`src/rtl/rr_mux2_pkg.sv`:
```
// Shared encodings for the round-robin 2:1 mux arbiter: output-stage states and mux select values.
package rr_mux2_pkg;

    typedef enum logic {
        ST_EMPTY = 1'b0,
        ST_FULL  = 1'b1
    } state_t;

    localparam logic SEL_A = 1'b0;
    localparam logic SEL_B = 1'b1;

endpackage

```
`src/rtl/rr_mux2_grant.sv`:
```
// Combinational round-robin grant between channels A and B.
// On a tie the channel that did not win the previous grant is chosen.
module rr_mux2_grant
    import rr_mux2_pkg::*;
(
    input  logic a_valid,
    input  logic b_valid,
    input  logic last,
    output logic grant_vld,
    output logic grant_sel
);

    always_comb begin
        grant_vld = a_valid | b_valid;
        grant_sel = SEL_A;
        if (a_valid && b_valid) begin
            grant_sel = (last == SEL_A) ? SEL_B : SEL_A;
        end else if (b_valid) begin
            grant_sel = SEL_B;
        end
    end

endmodule

```
`src/rtl/rr_mux2_arbiter.sv`:
```
// Round-robin arbiter for two valid/ready channels feeding a one-entry registered output stage.
// Optional saturating per-channel grant counters are built when RR_MUX2_COUNT_EN is defined.
module rr_mux2_arbiter
    import rr_mux2_pkg::*;
#(
    parameter int WIDTH = 8
`ifdef RR_MUX2_COUNT_EN
    ,
    parameter int COUNT_W = 16
`endif
) (
    input  logic             clk,
    input  logic             rst_n,
    input  logic             a_valid,
    input  logic [WIDTH-1:0] a_data,
    output logic             a_ready,
    input  logic             b_valid,
    input  logic [WIDTH-1:0] b_data,
    output logic             b_ready,
    output logic             out_valid,
    output logic [WIDTH-1:0] out_data,
    input  logic             out_ready,
    output logic             sel
`ifdef RR_MUX2_COUNT_EN
    ,
    output logic [COUNT_W-1:0] cnt_a,
    output logic [COUNT_W-1:0] cnt_b
`endif
);

    state_t           state_p1;
    state_t           state_nxt;
    logic             last_p1;
    logic             sel_p1;
    logic [WIDTH-1:0] data_p1;

    logic             grant_vld;
    logic             grant_sel;
    logic             load;
    logic             take;
    logic [WIDTH-1:0] mux_data;

    rr_mux2_grant u_grant (
        .a_valid   (a_valid),
        .b_valid   (b_valid),
        .last      (last_p1),
        .grant_vld (grant_vld),
        .grant_sel (grant_sel)
    );

    // Stage p0: grant, handshake and 2:1 data mux (all combinational)
    always_comb begin
        load     = (state_p1 == ST_EMPTY) || out_ready;
        take     = load && grant_vld;
        a_ready  = take && (grant_sel == SEL_A);
        b_ready  = take && (grant_sel == SEL_B);
        mux_data = (grant_sel == SEL_B) ? b_data : a_data;
    end

    always_comb begin
        state_nxt = state_p1;
        case (state_p1)
            ST_EMPTY: begin
                if (take) state_nxt = ST_FULL;
            end
            ST_FULL: begin
                // A drain with a simultaneous grant stays FULL for full throughput
                if (out_ready && !take) state_nxt = ST_EMPTY;
            end
            default: state_nxt = ST_EMPTY;
        endcase
    end

    // Stage p1: registered output word, select and fairness pointer
    always_ff @(posedge clk or negedge rst_n) begin
        if (!rst_n) begin
            state_p1 <= ST_EMPTY;
        end else begin
            state_p1 <= state_nxt;
        end
    end

    always_ff @(posedge clk or negedge rst_n) begin
        if (!rst_n) begin
            data_p1 <= '0;
            sel_p1  <= SEL_A;
            last_p1 <= SEL_B;
        end else if (take) begin
            data_p1 <= mux_data;
            sel_p1  <= grant_sel;
            last_p1 <= grant_sel;
        end
    end

    assign out_valid = (state_p1 == ST_FULL);
    assign out_data  = data_p1;
    assign sel       = sel_p1;

`ifdef RR_MUX2_COUNT_EN
    function automatic logic [COUNT_W-1:0] sat_inc(input logic [COUNT_W-1:0] v);
        return (&v) ? v : v + 1'b1;
    endfunction

    logic [COUNT_W-1:0] cnt_a_p1;
    logic [COUNT_W-1:0] cnt_b_p1;

    always_ff @(posedge clk or negedge rst_n) begin
        if (!rst_n) begin
            cnt_a_p1 <= '0;
            cnt_b_p1 <= '0;
        end else begin
            if (a_ready) cnt_a_p1 <= sat_inc(cnt_a_p1);
            if (b_ready) cnt_b_p1 <= sat_inc(cnt_b_p1);
        end
    end

    assign cnt_a = cnt_a_p1;
    assign cnt_b = cnt_b_p1;
`endif

endmodule
```
`config.mk`:
```
export PLATFORM = sky130hd
export DESIGN_NAME = rr_mux2_arbiter
export DESIGN_NICKNAME = d
export VERILOG_FILES = /design/src/rtl/rr_mux2_pkg.sv /design/src/rtl/rr_mux2_grant.sv /design/src/rtl/rr_mux2_arbiter.sv
export SDC_FILE = /design/constraint.sdc
export NUM_CORES = 1
export LEC_CHECK = 0
export CORE_UTILIZATION = 37
export CTS_CLUSTER_DIAMETER = 30
export CTS_CLUSTER_SIZE = 8
export DETAILED_ROUTE_END_ITERATION = 8
export PLACE_DENSITY_LB_ADDON = 0.05
export SLEW_MARGIN = 15
export SYNTH_ARGS = -nofsm -noshare
export SYNTH_HDL_FRONTEND = slang
export SYNTH_SLANG_ARGS = --single-unit
```
`constraint.sdc`:
```
create_clock -name clk -period 3.4 [get_ports clk]
set_clock_uncertainty 0.05 [all_clocks]
set_input_delay 0.34 -clock clk [delete_from_list [all_inputs] [get_ports clk]]
set_output_delay 0.34 -clock clk [all_outputs]
set_load 0.02 [all_outputs]
```
* After elaboration in Yosys (flattened, before gate mapping)
Index checks and enable logic that the tools add are counted.
** Operators by class
- Reduce and logical (&&, ||, !) cells :: 7
- Bitwise gates (word level) :: 3
- Muxes and demuxes :: 7
** Operator list (count)
- $mux W8 :: 1
- $logic_and A1 B1 Y1 :: 5
- $mux W1 :: 5
- $not A1 Y1 :: 2
- $pmux W1 S2 :: 1
- $logic_not A1 Y1 :: 1
- $logic_or A1 B1 Y1 :: 1
- $or A1 B1 Y1 :: 1
** Storage, ports and cells
- Output and inout bits :: 12
- Bits in registers :: 11

* Longest topological paths before layout
Gate-level depths: netlist of run 1.
- Depth after elaboration :: 7
- Mapped depth :: 4
- Gate-level depth less buffers :: 3

* By module
From an unflattened synthesis of run 1, not the netlist that was laid out.
** Unflattened totals
- Cells, all modules :: 49
- Area total of the unflattened synthesis :: 556.8 um^2
** By module, submodules not included
- rr_mux2_arbiter :: sequential area each 276.5 um^2, area an instance 543.0 um^2, instances 1, cells each 47
- rr_mux2_grant :: sequential area each 0.0 um^2, area an instance 13.8 um^2, instances 1, cells each 2

* Worst setup path before layout of run 1
OpenSTA, ideal clock, no wires.
- Path kind :: register to output
- Start point :: register state_p1, in the netlist out_valid
- End point :: output a_ready
- Slack :: 2.041 ns
- Path buffers :: 0
- Stages on the path, launching flop included :: 4
- Data arrival time :: 0.969 ns
- Required time :: 3.010 ns
- Cell sequence :: dfrtp_1 > nand2b_1 > nand2_1 > nor2_1
** Between the ends
- Cells in the longest elaborated chain, start to end :: 4
** Ends and longest elaborated chain
- start: declaration :: line rr_mux2_arbiter.sv:31 : state_t state_p1;
- start signal: assignment :: line rr_mux2_arbiter.sv:79 : state_p1 <= state_nxt;
- $not A1 Y1 :: line rr_mux2_arbiter.sv:53 : load = (state_p1 == ST_EMPTY) || out_ready;
- $logic_or A1 B1 Y1 :: line rr_mux2_arbiter.sv:53
- $logic_and A1 B1 Y1 :: line rr_mux2_arbiter.sv:54 : take = load && grant_vld;
- $logic_and A1 B1 Y1 :: line rr_mux2_arbiter.sv:55 : a_ready = take && (grant_sel == SEL_A);
- end: declaration :: line rr_mux2_arbiter.sv:16 : output logic a_ready,
Every way passes these cells.

* Final worst setup path of run 1
- Start point :: input b_valid
- End point :: output b_ready
** Between the ends
- Cells in the longest elaborated chain, start to end :: 3
** Ends and longest elaborated chain
- start: declaration :: line rr_mux2_arbiter.sv:17 : input logic b_valid,
- $mux W1 (tied with other cells) :: line rr_mux2_grant.sv:18 : end else if (b_valid) begin
- $mux W1 / $logic_and A1 B1 Y1 (equally long branches) :: line rr_mux2_grant.sv:16, rr_mux2_arbiter.sv:54
- $logic_and A1 B1 Y1 * :: line rr_mux2_arbiter.sv:56 : b_ready = take && (grant_sel == SEL_B);
- end: declaration :: line rr_mux2_arbiter.sv:19 : output logic b_ready,
Every way passes the cells marked *; elsewhere a longest branch is shown, timed or not.

==> impl_results.md, run 1 <==
* Clock buffer depth at 2
* Worst VDD drop at 0.2018 mV
* Mapped Area at approximately 530 um^2
* # hold bufs at CTS at 0
* Final Util at 0.6629
* M2 GR Usage at 0.2944
* Internal reg-to-reg setup slack at ~2.0 ns
* Synthesized-area fraction occupied by adder cells at 0
* Initial antenna violation count at 0
* Share of cells above drive strength 1 at 0.06593
* Critical Path Source: b_valid
* Crit Path Class: in -> out
* Static Leak at between 0.0003 and 0.0004 uW
* Max-cap violation count at 0
* PostCTS Resize Cnt at 0
* Core area at 1318 um^2
* Final hold viol count at 0
* Post-route ant nets at 0
* Iteration-0 DRC Markers at 23
* Drt drc at 0
* Least-Margin Pin Slew at between 0.5 and 0.6 ns
* Nets at 113
* Initial Util at 0.4055
* Worst setup path end: b_ready
* Largest net degree at the start of global routing at 15
* Commonest non-fill, non-tap cells in the layout: clkdlybuf4s50_1, nand2_1, dfrtp_1, a21oi_1, a31oi_1
* Postcts setup bufs at 0
* Grt met3 use at 0.05000
* Initial DRT Pass Iterations at 4
* Num Clock Sinks at 11
* Rows at 13
* Setup TNS at 0 ns
* CP arrival at ~2.1 ns
* Die width at 40 um
* CTS tree: done
* Period utilisation layout at 0.7348
* DR vias at 535
* Reg2reg end: out_data[7]
* Startpoint Class: input port
* CP Capture Type: primary output
* Commonest non-fill, non-tap cell in the layout: clkdlybuf4s50_1
* DR vias/cell at between 5 and 6
* PortBufs at 32
* RSZ-0062 raised after global routing: false
* Clock root buffer: clkbuf_4
* Clk_lat worst skew at 0.26 ns
* Endpoints failing setup at 0
* Reg clk slew, reported paths at 0.08 ns
* Total routed wirelength at 1297 um
* CTS H-tree lvls at 1
* Max Fanout on Critical Path at 10
* Outcome: completed
* Antenna Cells at 0
* First-pass GRT wire length at 1918 um
* Die ar. at 1600 um^2
* Pwr/cell area at 454.6 nW/um^2
* Syn Nets at 80
* Syn Inst Count at 59
* Most Crowded Layer GR: met2
* Mux contribution to synthesized area at 0
* Max transition margin at 0.6547
* Clock buffer count from CTS at 3
* Synth Warn # at 0
* Netlist cell types at 16
* Worst Hold Class: in -> async
* WP data required at 3.01 ns
* Post-synthesis xor/xnor area fraction at 0
* F_max at about 400 MHz
* I/O Pins at 33
* Simple-Gate Fraction of Synth Area at 0.1897
* Sequential share of the synthesized area at 0.5176
* GRT overflow at 0
* Syn avg cell area at 9.055 um^2
* Area Overhead vs Synth at 63.47%
* WHS at ~0.36 ns
* Launch point of the worst reg-to-reg path: out_valid
* Vias in the first global route at 442
* Slew Limit Fails at 0
* Die height at around 40 um
* Largest family of logic cells by synthesized area: compound AO/OA/AOI/OAI gates
* Synth Area in Compound Gates at 0.2436
* Routed len/inst at 12.24 um
* GRT Overall Usage at 0.1885
* GRT met1 Usage at 0.2343
* Dpl hpwl at 876.5 um
* Crit path time final at 2.498 ns
* #FFs+latches synth at 11
* Reg2Reg Depth at 3
* Gpl congestion at approximately 0.69
## per-layer routing
| layer | up-vias | share of wire |
|---|---|---|
| met2 | 22 | 0.46 |
| met5 | - | 0 |
| li1 | 268 | - |
| met3 | 2 | 0.056 |
| met1 | 243 | 0.48 |
| met4 | 0 | 0.0046 |
## how the worst min path moves through the flow
stage / from / to / slack, ns / depth (start not counted)
floorplan: rst_n / out_data[0] / -0.006 / 0
global placement: sel / sel / 0.41 / 1
detailed placement: sel / sel / 0.41 / 1
CTS: rst_n / out_data[4] / 0.38 / 1
global route: rst_n / out_valid / 0.39 / 1
finish: rst_n / out_data[1] / 0.36 / 1
## stage by stage
stage | cell area (um^2) | instances | setup WS, ns | total power (uW)
after floorplan | 534.3 | 59 | 2.041 | 236.8
after global placement | 847.1 | 102 | 0.9302 | 307.4
after detailed placement | 847.1 | 102 | 0.9126 | 309.1
after CTS | 873.3 | 106 | 0.9059 | 401.8
after global routing | 873.3 | 106 | 0.8053 | 421.0
final | 873.3 | 106 | 0.9016 | 397.0
## registers in the layout (all words and copies together) (netlist names)
name	cells
out_data	8
sel	1
out_valid	1
last_p1	1
## critical path, cell delays in order
cell             delay [ns]
clkdlybuf4s50_1        0.51
a21boi_2               0.44
and2_4                 0.23
clkdlybuf4s50_1        0.59
## cell type report
type | instances | area [um^2]
Clock buffer | 4 | 26.28
Fill cell | 125 | 444.2
Multi-Input combinational cell | 44 | 231.5
Sequential cell | 11 | 276.5
Tap cell | 15 | 18.77
Timing Repair Buffer | 32 | 320.3
## power breakdown
part | switching [uW] | total (uW) | internal (uW)
clock | 45.6 | 91.0 | 45.3
combinational | 66.3 | 139 | 72.8
sequential | 13.2 | 167 | 154
total | 125 | 397 | 272
## Yosys cell counts
cell type,instances,area (um^2)
clkbuf_2,1,5.000
dfstp_2,1,26.28
buf_2,2,10.01
a21boi_2,1,11.26
a21o_1,1,7.510
or2_1,1,6.260
nand2_1,17,63.81
and2_1,1,6.260
and2_4,1,8.760
buf_6,1,11.26
dfrtp_1,10,250.2
nor2_1,1,3.750
nand2b_1,2,12.51
a31oi_1,9,56.30
a21bo_1,1,10.01
a21oi_1,9,45.04
## kinds of logic (layout without fill, tap and decap cells)
family,after synthesis,count (layout)
simple gates,23,23
flops,11,11
buf+inv,4,36
compound gates,21,21
No activity file was read; power rests on OpenSTA's default activity.
==> inputs of run 2 (changes only) <==
--- a/config.mk
+++ b/config.mk
@@ -5,7 +5,7 @@
 export SDC_FILE = /design/constraint.sdc
 export NUM_CORES = 1
 export LEC_CHECK = 0
-export CORE_UTILIZATION = 37
+export CORE_UTILIZATION = 31
 export CTS_CLUSTER_DIAMETER = 30
 export CTS_CLUSTER_SIZE = 8
 export DETAILED_ROUTE_END_ITERATION = 8
==> constraint.sdc (replaced) <==
create_clock -name clk -period 2.14 [get_ports clk]
set_clock_uncertainty 0.05 [all_clocks]
set_input_delay 0.214 -clock clk [delete_from_list [all_inputs] [get_ports clk]]
set_output_delay 0.214 -clock clk [all_outputs]
set_load 0.02 [all_outputs]
==> run 2 against run 1 <==
Compared with the run above:
- the flow now finishes with violations (design-rule violations)
- combinational power increased by 64%
- core utilization decreased by 8.7 points
- cell area increased by 2.7%
- non-clock buffer count increased by 3
- critical path type unchanged
- clock power increased by 49%
- cell count increased by 3.8%
- sequential power increased by 58%
- largest cell class unchanged
- sequential share of layout area decreased by 0.84 points
==> impl_results.md, run 2 (synthesis results as in run 1) <==
* Total routed wirelength at 1265 um (was 1297 um)
* Seq pwr share at 0.420 (about the same)
* Startpoint Class: input port (unchanged)
* CP Capture Type: primary output (unchanged)
* I/O Pins at 33 (unchanged)
* Max Fanout on Critical Path at 5 (was 10)
* Post-route ant nets at 0 (unchanged)
* Worst path cell trace: clkdlybuf4s50_1, a21boi_2, and2_4, clkdlybuf4s50_1 (unchanged)
* WP data required at 1.88 ns (was 3.01 ns)
* Iteration-0 DRC Markers at 4 (was 23)
* Routed len/inst at 11.50 um (was 12.24 um)
* Int Pwr at 437.1 uW (was 271.9 uW)
* DR vias at 552 (was 535)
* Clk_lat worst skew at 0.25 ns (was 0.26 ns)
* Vias in the first global route at 549 (was 442)
* CTS H-tree lvls at 1 (unchanged)
* Die width at 43.52 um (was 40 um)
* Initial DRT Pass Iterations at 5 (was 4)
* DR vias/cell at 5.018 (was 5.047)
* Max FFs per register at 8 (unchanged)
* Die ar. at 1894 um^2 (was 1600 um^2)
* Initial Util at 0.3427 (was 0.4055)
* Core area at 1559 um^2 (was 1318 um^2)
* Clock power frac at 0.217 (was 0.229)
* Die height at 43.52 um (was 40 um)
* Slew Limit Fails at 0 (unchanged)
* Dpl hpwl at 948.6 um (was 876.5 um)
* Worst Hold Class: in -> async (unchanged)
* Share of cells above drive strength 1 at 0.09574 (was 0.06593)
* Crit path max-delay family: buffers and inverters (unchanged)
* # hold bufs at CTS at 0 (unchanged)
* PortBufs at 32 (unchanged)
* Drt drc at 4 (was 0)
* Max transition margin at 0.6704 (was 0.6547)
* Most frequent CP cell: clkdlybuf4s50_1 (unchanged)
* Worst path buffer plus inverter count at 2 (unchanged)
* Nets at 116 (was 113)
* Critical Path Source: b_valid (unchanged)
* Clock buffer depth at 2 (unchanged)
* Number of fill cells at 152 (was 125)
* Largest net degree at the start of global routing at 12 (was 15)
* Area Overhead vs Synth at 67.92% (was 63.47%)
* Gpl congestion at 0.6874 (was 0.6896)
* GRT overflow at 0 (unchanged)
* Antenna Cells at 0 (unchanged)
* Launch point of the worst reg-to-reg path: out_valid (unchanged)
* Static Leak at 0.0003758 uW (was 0.0003616 uW)
* Clock buffer count from CTS at 3 (unchanged)
* CTS tree: done (unchanged)
* Max-cap violation count at 0 (unchanged)
* Num Clock Sinks at 11 (unchanged)
* Initial antenna violation count at 0 (unchanged)
* CP max stage delay at 0.59 ns (about the same)
* Outcome: finished with violations (was completed)
* Crit Path Class: in -> out (unchanged)
* Crit path time final at 2.042 ns
* Final Util at 0.5754 (was 0.6629)
* CP arrival at 1.78 ns (was 2.11 ns)
* Reg clk slew, reported paths at 0.07 ns (was 0.08 ns)
* F_max at about 490 MHz
* Rows at 14 (was 13)
* Period utilisation layout at 0.9540
* Pwr/cell area at 699.6 nW/um^2 (was 454.6 nW/um^2)
* Commonest non-fill, non-tap cell in the layout: clkdlybuf4s50_1 (unchanged)
* Endpoints failing setup at 0 (unchanged)
* Clock root buffer: clkbuf_4 (unchanged)
* Least-Margin Pin Slew at 0.4929 ns (was 0.5163 ns)
* Failing checks: design-rule violations
* PostCTS Resize Cnt at 0 (unchanged)
* Final hold viol count at 0 (unchanged)
* CP max stage cell: clkdlybuf4s50_1 (unchanged)
* Sw Ratio at 0.3036 (was 0.3151)
* Commonest non-fill, non-tap cells in the layout: clkdlybuf4s50_1, nand2_1, dfrtp_1, a21oi_1, a31oi_1 (unchanged)
* NetSw at 190.5 uW (was 125.1 uW)
* RSZ-0062 raised after global routing: false (unchanged)
* Postcts setup bufs at 0 (unchanged)
* First-pass GRT wire length at 2387 um (was 1918 um)
* Setup TNS at 0 ns (unchanged)
* Worst VDD drop at 0.3573 mV (was 0.2018 mV)
* GRT Overall Usage at 0.1703 (was 0.1885)
* Comb pwr share at 0.363 (was 0.350)
-- run 2: through the flow --
stage / cell area, um^2 / hold slack (ns) / total power [uW] / cells / setup WS, ns
global placement: 870.8 / 0.4172 / 495.6 / 106 / 0.1092
CTS: 897.1 / 0.2526 / 636.1 / 110 / 0.08104
detailed placement: 870.8 / 0.4142 / 498.3 / 106 / 0.09466
floorplan: 534.3 / -0.1316 / 376.2 / 59 / 0.9072
finish: 897.1 / 0.2389 / 627.6 / 110 / 0.09847
global route: 897.1 / 0.2854 / 671.5 / 110 / 0.02237
-- run 2: layer usage --
| metal | routed length (um) | global-route usage |
|---|---|---|
| met5 | 0 | 0 |
| met1 | 569 | 0.2211 |
| met2 | 589 | 0.2758 |
| met3 | 88 | 0.03333 |
| met4 | 18 | 0.07500 |
-- run 2: worst reg2reg max path, delay by kind of cell (launching register included) --
kind | cells | cell delay [ns]
and+or+nand+nor | 2 | 0.45
DFF | 1 | 0.38
buffers and inverters | 1 | 0.20
AOI/OAI and AO/OA | 1 | 0.13
-- run 2: path summary, 6_finish.rpt --
check / endpoint / slack [ns] / depth (start not counted)
hold / removal: out_data[3] / 0.24 / 1
hold reg to reg: sel / 0.43 / 1
min in group clk: sel / 0.43 / 1
setup reg to reg: out_data[7] / 0.81 / 4
max in group asynchronous: last_p1 / 1.45 / 1
setup / recovery: b_ready / 0.1 / 4
-- run 2: power by group through the flow --
| stage | Sequential, uW | Clock, uW | Combinational [uW] |
|---|---|---|---|
| finish | 264 | 136 | 228 |
| floorplan | 303 | 0 | 72.7 |
| global placement | 267 | 0 | 228 |
| CTS | 264 | 141 | 232 |
| global route | 269 | 154 | 249 |
| detailed placement | 268 | 0 | 231 |
-- run 2: cell type report --
type	instances	area [um^2]	area share
Multi-Input combinational cell	44	231.5	0.2580
Timing Repair Buffer	35	342.8	0.3821
Sequential cell	11	276.5	0.3082
Clock buffer	4	26.28	0.02929
Tap cell	16	20.02	0.02232
